<file path="src/rtl/wash_cycle_sequencer.sv">
// Washing-machine program sequencer: fill, wash, rinse (with optional second wash and extra
// rinses), spin, plus pause and an abort path that forces a drain phase.
module wash_cycle_sequencer #(
   parameter int unsigned CNT_W       = 32,
   parameter int unsigned FILL_TICKS  = 120000000,
   parameter int unsigned WASH_TICKS  = 300000000,
   parameter int unsigned RINSE_TICKS = 120000000,
   parameter int unsigned SPIN_TICKS  = 60000000,
   parameter int unsigned DRAIN_TICKS = 30000000,
   parameter int unsigned ER_W        = 2
) (
   input  logic             clk_top,
   input  logic             reset,
   input  logic             coin,
   input  logic             double_wash,
   input  logic [ER_W-1:0]  extra_rinse,
   input  logic             pause,
   input  logic             abort,
   output logic [2:0]       current_state,
   output logic             wash_done,
   output logic             busy,
   output logic [CNT_W-1:0] phase_remaining
);

   typedef enum logic [2:0] {
      StIdle     = 3'd0,
      StFilling  = 3'd1,
      StWashing  = 3'd2,
      StRinsing  = 3'd3,
      StSpinning = 3'd4,
      StDraining = 3'd5
   } state_e;

   localparam logic [CNT_W-1:0] FillT  = CNT_W'(FILL_TICKS);
   localparam logic [CNT_W-1:0] WashT  = CNT_W'(WASH_TICKS);
   localparam logic [CNT_W-1:0] RinseT = CNT_W'(RINSE_TICKS);
   localparam logic [CNT_W-1:0] SpinT  = CNT_W'(SPIN_TICKS);
   localparam logic [CNT_W-1:0] DrainT = CNT_W'(DRAIN_TICKS);

   state_e            state_q, state_d;
   logic [CNT_W-1:0]  timer_q, timer_d;
   logic              dw_q, dw_d;
   logic [ER_W-1:0]   er_q, er_d;
   logic              second_q, second_d;
   logic [ER_W-1:0]   rinse_cnt_q, rinse_cnt_d;
   logic              done_q, done_d;
   logic [CNT_W-1:0]  ticks_cur;
   logic              last_tick;

   always_ff @(posedge clk_top or negedge reset) begin
      if (!reset) begin
         state_q     <= StIdle;
         timer_q     <= '0;
         dw_q        <= 1'b0;
         er_q        <= '0;
         second_q    <= 1'b0;
         rinse_cnt_q <= '0;
         done_q      <= 1'b0;
      end else begin
         state_q     <= state_d;
         timer_q     <= timer_d;
         dw_q        <= dw_d;
         er_q        <= er_d;
         second_q    <= second_d;
         rinse_cnt_q <= rinse_cnt_d;
         done_q      <= done_d;
      end
   end

   always_comb begin
      ticks_cur = '0;
      unique case (state_q)
         StFilling:  ticks_cur = FillT;
         StWashing:  ticks_cur = WashT;
         StRinsing:  ticks_cur = RinseT;
         StSpinning: ticks_cur = SpinT;
         StDraining: ticks_cur = DrainT;
         default:    ticks_cur = '0;
      endcase
   end

   assign last_tick = (timer_q == ticks_cur - CNT_W'(1));

   always_comb begin
      state_d     = state_q;
      timer_d     = timer_q;
      dw_d        = dw_q;
      er_d        = er_q;
      second_d    = second_q;
      rinse_cnt_d = rinse_cnt_q;
      done_d      = 1'b0;

      unique case (state_q)
         StIdle: begin
            timer_d = '0;
            if (coin && !abort) begin
               state_d     = StFilling;
               dw_d        = double_wash;
               er_d        = extra_rinse;
               second_d    = 1'b0;
               rinse_cnt_d = '0;
            end
         end
         StFilling, StWashing, StRinsing, StSpinning: begin
            // Abort outranks both pause and a coincident phase expiry.
            if (abort) begin
               state_d     = StDraining;
               timer_d     = '0;
               second_d    = 1'b0;
               rinse_cnt_d = '0;
            end else if (!pause) begin
               if (last_tick) begin
                  timer_d = '0;
                  unique case (state_q)
                     StFilling: state_d = StWashing;
                     StWashing: state_d = StRinsing;
                     StRinsing: begin
                        if (dw_q && !second_q) begin
                           state_d  = StWashing;
                           second_d = 1'b1;
                        end else if (rinse_cnt_q < er_q) begin
                           state_d     = StRinsing;
                           rinse_cnt_d = rinse_cnt_q + ER_W'(1);
                        end else begin
                           state_d = StSpinning;
                        end
                     end
                     default: begin
                        state_d = StIdle;
                        done_d  = 1'b1;
                     end
                  endcase
               end else begin
                  timer_d = timer_q + CNT_W'(1);
               end
            end
         end
         StDraining: begin
            if (last_tick) begin
               state_d = StIdle;
               timer_d = '0;
            end else begin
               timer_d = timer_q + CNT_W'(1);
            end
         end
         default: begin
            state_d = StIdle;
            timer_d = '0;
         end
      endcase
   end

   assign current_state   = state_q;
   assign busy            = (state_q != StIdle);
   assign wash_done       = done_q;
   assign phase_remaining = ticks_cur - timer_q;

endmodule
</file>
<file path="config.mk">
export PLATFORM = sky130hd
export DESIGN_NAME = wash_cycle_sequencer
export DESIGN_NICKNAME = d
export VERILOG_FILES = /design/src/rtl/wash_cycle_sequencer.sv
export SDC_FILE = /design/constraint.sdc
export NUM_CORES = 1
export LEC_CHECK = 0
export BUFFER_PORTS_ARGS = -buffer_cell sky130_fd_sc_hd__buf_2
export CAP_MARGIN = 40
export CORE_ASPECT_RATIO = 1.25
export CORE_MARGIN = 4
export CORE_UTILIZATION = 30
export CTS_BUF_LIST = sky130_fd_sc_hd__clkbuf_4 sky130_fd_sc_hd__clkbuf_8 sky130_fd_sc_hd__clkbuf_16
export DETAILED_ROUTE_END_ITERATION = 8
export PLACE_DENSITY = 0.48
export SYNTH_ARGS = -nofsm -noshare
export SYNTH_HDL_FRONTEND = slang
export SYNTH_SLANG_ARGS = --single-unit
export TNS_END_PERCENT = 30
</file>
<file path="constraint.sdc">
create_clock -name clk_top -period 5.4 [get_ports clk_top]
set_input_delay 0.81 -clock clk_top [delete_from_list [all_inputs] [get_ports clk_top]]
set_output_delay 0.81 -clock clk_top [all_outputs]
set_load 0.05 [all_outputs]
</file>
==> results of run 1 <==
==> metrics by stage <==
stage               cell area (um2)  setup slack [ns]  hold slack [ns]  utilization, %
global placement               4760             0.706            0.491            33.0
finish                         4930             0.368            0.441            34.3
global route                   4930             0.120            0.473            34.3
floorplan                      4400             0.586            0.450               -
detailed placement             4780             0.681            0.494            33.2
CTS                            4930             0.337            0.455            34.3
==> metal layers <==
layer	vias to the layer above	share of wire, %
met5	-	0
met3	23	3.7
met1	2132	44
met4	0	2.6
li1	2180	-
met2	108	50
==> flip-flops by register name (all words and copies together) (netlist names) <==
register and cells:
er_q 2, second_q 1, current_state 3, dw_q 1, rinse_cnt_q 2, wash_done 1
timer_q 32
==> cell usage after synthesis, drive strengths merged, types with 5 or more instances <==
| cell type | number |
|---|---|
| a211o | 5 |
| a21o | 9 |
| a21oi | 47 |
| a31oi | 10 |
| and2 | 8 |
| and3 | 16 |
| buf | 20 |
| clkbuf | 15 |
| dfrtp | 42 |
| ha | 22 |
| inv | 38 |
| mux2i | 5 |
| nand2 | 48 |
| nand2b | 6 |
| nand3 | 26 |
| nand4 | 5 |
| nor2 | 53 |
| nor2b | 9 |
| nor3 | 19 |
| nor3b | 6 |
| nor4 | 11 |
| o21a | 7 |
| o21ai | 42 |
| o2bb2ai | 8 |
| or3 | 7 |
| xnor2 | 20 |
| xor2 | 11 |
==> worst max-delay path by stage <==
stage                           from                  end  slack (ns)  cells after the start
finish              current_state[2]  phase_remaining[31]        0.37                     12
global placement    current_state[2]  phase_remaining[31]        0.71                     12
CTS                 current_state[2]  phase_remaining[31]        0.34                     12
detailed placement  current_state[2]  phase_remaining[31]        0.68                     12
global route        current_state[2]  phase_remaining[31]        0.12                     12
floorplan           current_state[0]  phase_remaining[25]        0.59                     11
==> area by class of cell <==
| type | instances | share of cell area [%] |
|---|---|---|
| clock buffer | 7 | 2.97 |
| multi-input combinational | 466 | 60.9 |
| timing repair buffer | 61 | 7.30 |
| tap | 178 | 4.51 |
| clock inverter | 1 | 0.101 |
| inverter | 39 | 2.97 |
| sequential | 42 | 21.3 |
==> cell families after synthesis <==
logic type	Yosys count	share of synthesized area [%]
AND/OR/NAND/NOR	233	28.5
AO/OA/AOI/OAI	170	25.0
buffers and inverters	74	7.82
flip-flops	42	23.9
XOR/XNOR	31	6.17
adder cells (fa/ha/maj)	24	6.71
multiplexers	8	1.91
==> critical path, cell delays in order (launching register included) <==
cell and delay (ns):
dfrtp_1 0.55, and2_1 0.41, nor2_1 0.22, ha_1 0.43
nand4_1 0.17, or2_2 0.31, a2111oi_0 0.66, nor3_1 0.20
nor2_1 0.16, o21ai_1 0.11, nor4_1 0.30, xnor2_1 0.15
buf_2 0.27
==> flow_metrics.tcl, run 1 <==
set metrics [dict create \
    outcome "finished clean" \
    maxCapViolCount 0 \
    worst_pin_slew_ns 0.718 \
    cts-resized-gates 0 \
    mostFrequentLayoutCell "nor2_1" \
    multi_input_area_mm2 0.00300 \
    layout-drive-gt1-share_pct 14.4 \
    grt_max_degree 36 \
    dieHeight_um 143 \
    die_w_um 116 \
    post-route-min-period_ns 5.03 \
    ctsHoldBuffers 0 \
    setup_viol 0 \
    coreArea_mm2 0.0144 \
    dieArea_mm2 0.0167 \
    yosys_most_used_dff "dfrtp_1" \
    wirelength_um 14600 \
    synth_cell_types 75 \
    r2r-start "current_state[2]" \
    final_cell_mix "nor2_1, nand2_1, a21oi_1" \
    grt_usage_pct 17.7 \
    ys_top_cells_by_area "dfrtp_1, ha_1, a21oi_1" \
    start_util_pct 30.5 \
    synth_top_area_share_pct 23.9 \
    yosys_warnings 0 \
    clock-root-buffer "clkbuf_16" \
    synth-seq-cells 42 \
    htree_num_levels 2 \
    clk_latency_ns 0.30 \
    crit_path_max_fanout 12 \
    clock_sinks 42 \
    place.gp.congestion 0.894 \
    required_ns 4.59 \
    arrival_ns 4.22 \
    period_share_pct 93.2 \
    remaining_drc_errors 0 \
    cts_setup_buffers 0 \
    grtUsageMet1_pct 22.3 \
    ant_nets 0 \
    drt-initial-drc-count 274 \
    setup_tns_ns 0 \
    syn_to_final_growth_pct 12.2 \
    met2_usage_pct 31.0 \
    finalNonFillerCells 794 \
    ys_seq_area_share_pct 23.9 \
    num_rows 49 \
    rrSetupSlack_ns 1.36 \
    vias_per_cell 5.60 \
    place_hpwl_um 11100 \
    grt_util_met3_pct 2.15 \
    worstSetupEndpointType "output pin" \
    gr-max-usage-layer "met2" \
    synth_area_mm2 0.00440 \
    syn-instance-count 582 \
    syn_nets 612 \
    async_reset_ff_share_pct 100 \
    synth_top_area_cell "dfrtp_1" \
    grt_setup_unrepaired "no" \
    slew_violations 0 \
    cts_tree "built" \
    dr.pass1.iters 5 \
    critPathLaunchType "flip-flop" \
    grt_pass1_wl_um 23400 \
    synth_area_per_cell_um2 7.56 \
    dp_cells 786 \
    r2r_end "timer_q[2]" \
    path_clk_slew_ns 0.07 \
    hold_viol 0 \
    num_io_pins 45 \
    numCtsBuffers 5 \
    num-nets-final 645 \
    synth_edf_count 0 \
    grt_pass1_vias 4326 \
    globalRouteOverflowTotal 0 \
    critical_path_class "flip-flop to output pin" \
    finClkSkew_ns 0.00867 \
    ff_latch_area_mm2 0.00105 \
    post_drt_wl_per_cell_um 18.4 \
    slew-limit-headroom_pct 50.9 \
    clockBufferDepth 2 \
    hold_class "input pin to asynchronous set/reset pin" \
    fmax_ghz 0.199 \
    io_buffers 44 \
    antenna_found_initial 0 \
    r2r_cells 12 \
    fillCellCount 1517 \
    num_vias 4443 \
    n_antenna_cell 0 \
]
Power of run 1 is not shown: default switching activity piles up to over one toggle a cycle in this logic, so the estimate is an artifact.
==> inputs of run 2 (changes only) <==
Settings changed: GPL_TIMING_DRIVEN from default to 0.
==> flow_metrics.tcl, run 2 (synthesis results as in run 1) <==
set metrics [dict create \
    outcome "finished clean" \
    worstSetupEndpointType "output pin" \
    layout-drive-gt1-share_pct 15.1 \
    place.gp.congestion 0.910 \
    setup_viol 0 \
    clockBufferDepth 2 \
    final_cell_mix "buf_2, nor2_1, nand2_1, a21oi_1, dfrtp_1" \
    dp_cells 807 \
    r2r_cells 14 \
    fillCellCount 1562 \
    drt-initial-drc-count 364 \
    clock_sinks 42 \
    fmax_ghz 0.200 \
    syn_to_final_growth_pct 15.2 \
    dieArea_mm2 0.0167 \
    critPathLaunchType "flip-flop" \
    grt_pass1_vias 4417 \
    crit_path_max_fanout 10 \
    mostFrequentLayoutCell "buf_2" \
    hold_viol 0 \
    numCtsBuffers 5 \
    ctsHoldBuffers 0 \
    grt_pass1_wl_um 24100 \
    finClkSkew_ns 0.0126 \
    critPathMostFrequentCell "buf_2" \
    clock-root-buffer "clkbuf_16" \
    cts-resized-gates 0 \
    crit_path_top_delay_cell "o21ai_0" \
    start_util_pct 30.5 \
    coreArea_mm2 0.0144 \
    grt_usage_pct 18.4 \
    rrSetupSlack_ns 1.35 \
    critical_path_class "flip-flop to output pin" \
    hold_class "input pin to asynchronous set/reset pin" \
    globalRouteOverflowTotal 0 \
    htree_num_levels 2 \
    grt_setup_unrepaired "no" \
    io_buffers 44 \
    antenna_found_initial 0 \
    arrival_ns 4.19 \
    crit_chain "buf_4, buf_6, buf_2, o21ai_0, buf_2, ha_1, nand4_1, or2_2, a2111oi_2, nor3_1, nor2_1, o21ai_1, nor4_1, xnor2_1, buf_2" \
    required_ns 4.59 \
    vias_per_cell 5.63 \
    grt_max_degree 30 \
    cts_setup_buffers 0 \
    maxCapViolCount 0 \
    worst_pin_slew_ns 0.894 \
    critPathMaxStageDelay_ns 0.48 \
    finalNonFillerCells 814 \
    num_rows 49 \
    place_hpwl_um 11600 \
    num_io_pins 45 \
    fin_util_pct 35.2 \
    num-nets-final 666 \
    largest_reg_flops 32 \
    wirelength_um 15100 \
    period_share_pct 92.6 \
    r2r-start "current_state[2]" \
    ant_nets 0 \
    n_antenna_cell 0 \
    post_drt_wl_per_cell_um 18.5 \
    regMostFlops "timer_q" \
    cts_tree "built" \
    dr.pass1.iters 5 \
    remaining_drc_errors 0 \
    clk_latency_ns 0.30 \
    hold_ws_ns 0.432 \
    slew_violations 0 \
    slew-limit-headroom_pct 40.3 \
    num_vias 4586 \
    setup_tns_ns 0 \
    path_clk_slew_ns 0.06 \
    ff_latch_area_mm2 0.00105 \
    dieHeight_um 143 \
    post-route-min-period_ns 5.00 \
    multi_input_area_mm2 0.00303 \
    die_w_um 116 \
    r2r_end "timer_q[27]" \
]
==> run 2: cell types whose count changed in the layout (fill, tap and decap cells not counted), sizes merged <==
| cell | before | now |
|---|---|---|
| clkbuf | 7 | 21 |
| bufinv | 0 | 1 |
| buf | 61 | 67 |
| clkinv | 2 | 1 |
==> run 2: final cells by class <==
class | instances | area share (%)
inverters | 39 | 2.89
well taps | 178 | 4.40
plain buffers | 35 | 3.90
flip-flops and latches | 42 | 20.8
clock inverters | 1 | 0.593
repair buffers | 47 | 4.94
clock buffers | 6 | 2.74
multi-input cells | 466 | 59.8
==> run 2: worst max path at each step <==
stage	start	slack (ns)	endpoint	depth (start not counted)
after detailed placement	current_state[0]	0.36	phase_remaining[31]	13
after CTS	current_state[0]	0.02	phase_remaining[31]	13
after global placement	current_state[0]	0.20	phase_remaining[31]	14
after floorplan	current_state[0]	0.59	phase_remaining[25]	11
final	current_state[0]	0.40	phase_remaining[31]	15
after global routing	current_state[1]	0.01	phase_remaining[31]	13
==> run 2: critical path: cells and delay by family (launching register included) <==
family	cells	cell delay, ns
AND/OR/NAND/NOR	5	1.09
buffers and inverters	5	1.05
AO/OA/AOI/OAI	3	1.01
flip-flops	1	0.37
adder cells (fa/ha/maj)	1	0.23
XOR/XNOR	1	0.16
==> run 2: layer usage <==
layer	track usage, %	vias to the layer above	wire (um)
met1	24.1	2187	6400
li1	-	2224	-
met3	1.90	29	762
met4	5.44	0	374
met5	0	-	0
met2	31.7	146	7560
==> run 2: through the flow <==
| stage | instance area (um2) | setup WS, ns |
|---|---|---|
| floorplan | 4400 | 0.586 |
| global placement | 4840 | 0.204 |
| detailed placement | 4870 | 0.357 |
| CTS | 5040 | 0.0239 |
| global route | 5060 | 0.0116 |
| finish | 5060 | 0.397 |
Power of run 2 is left out for the same reason.
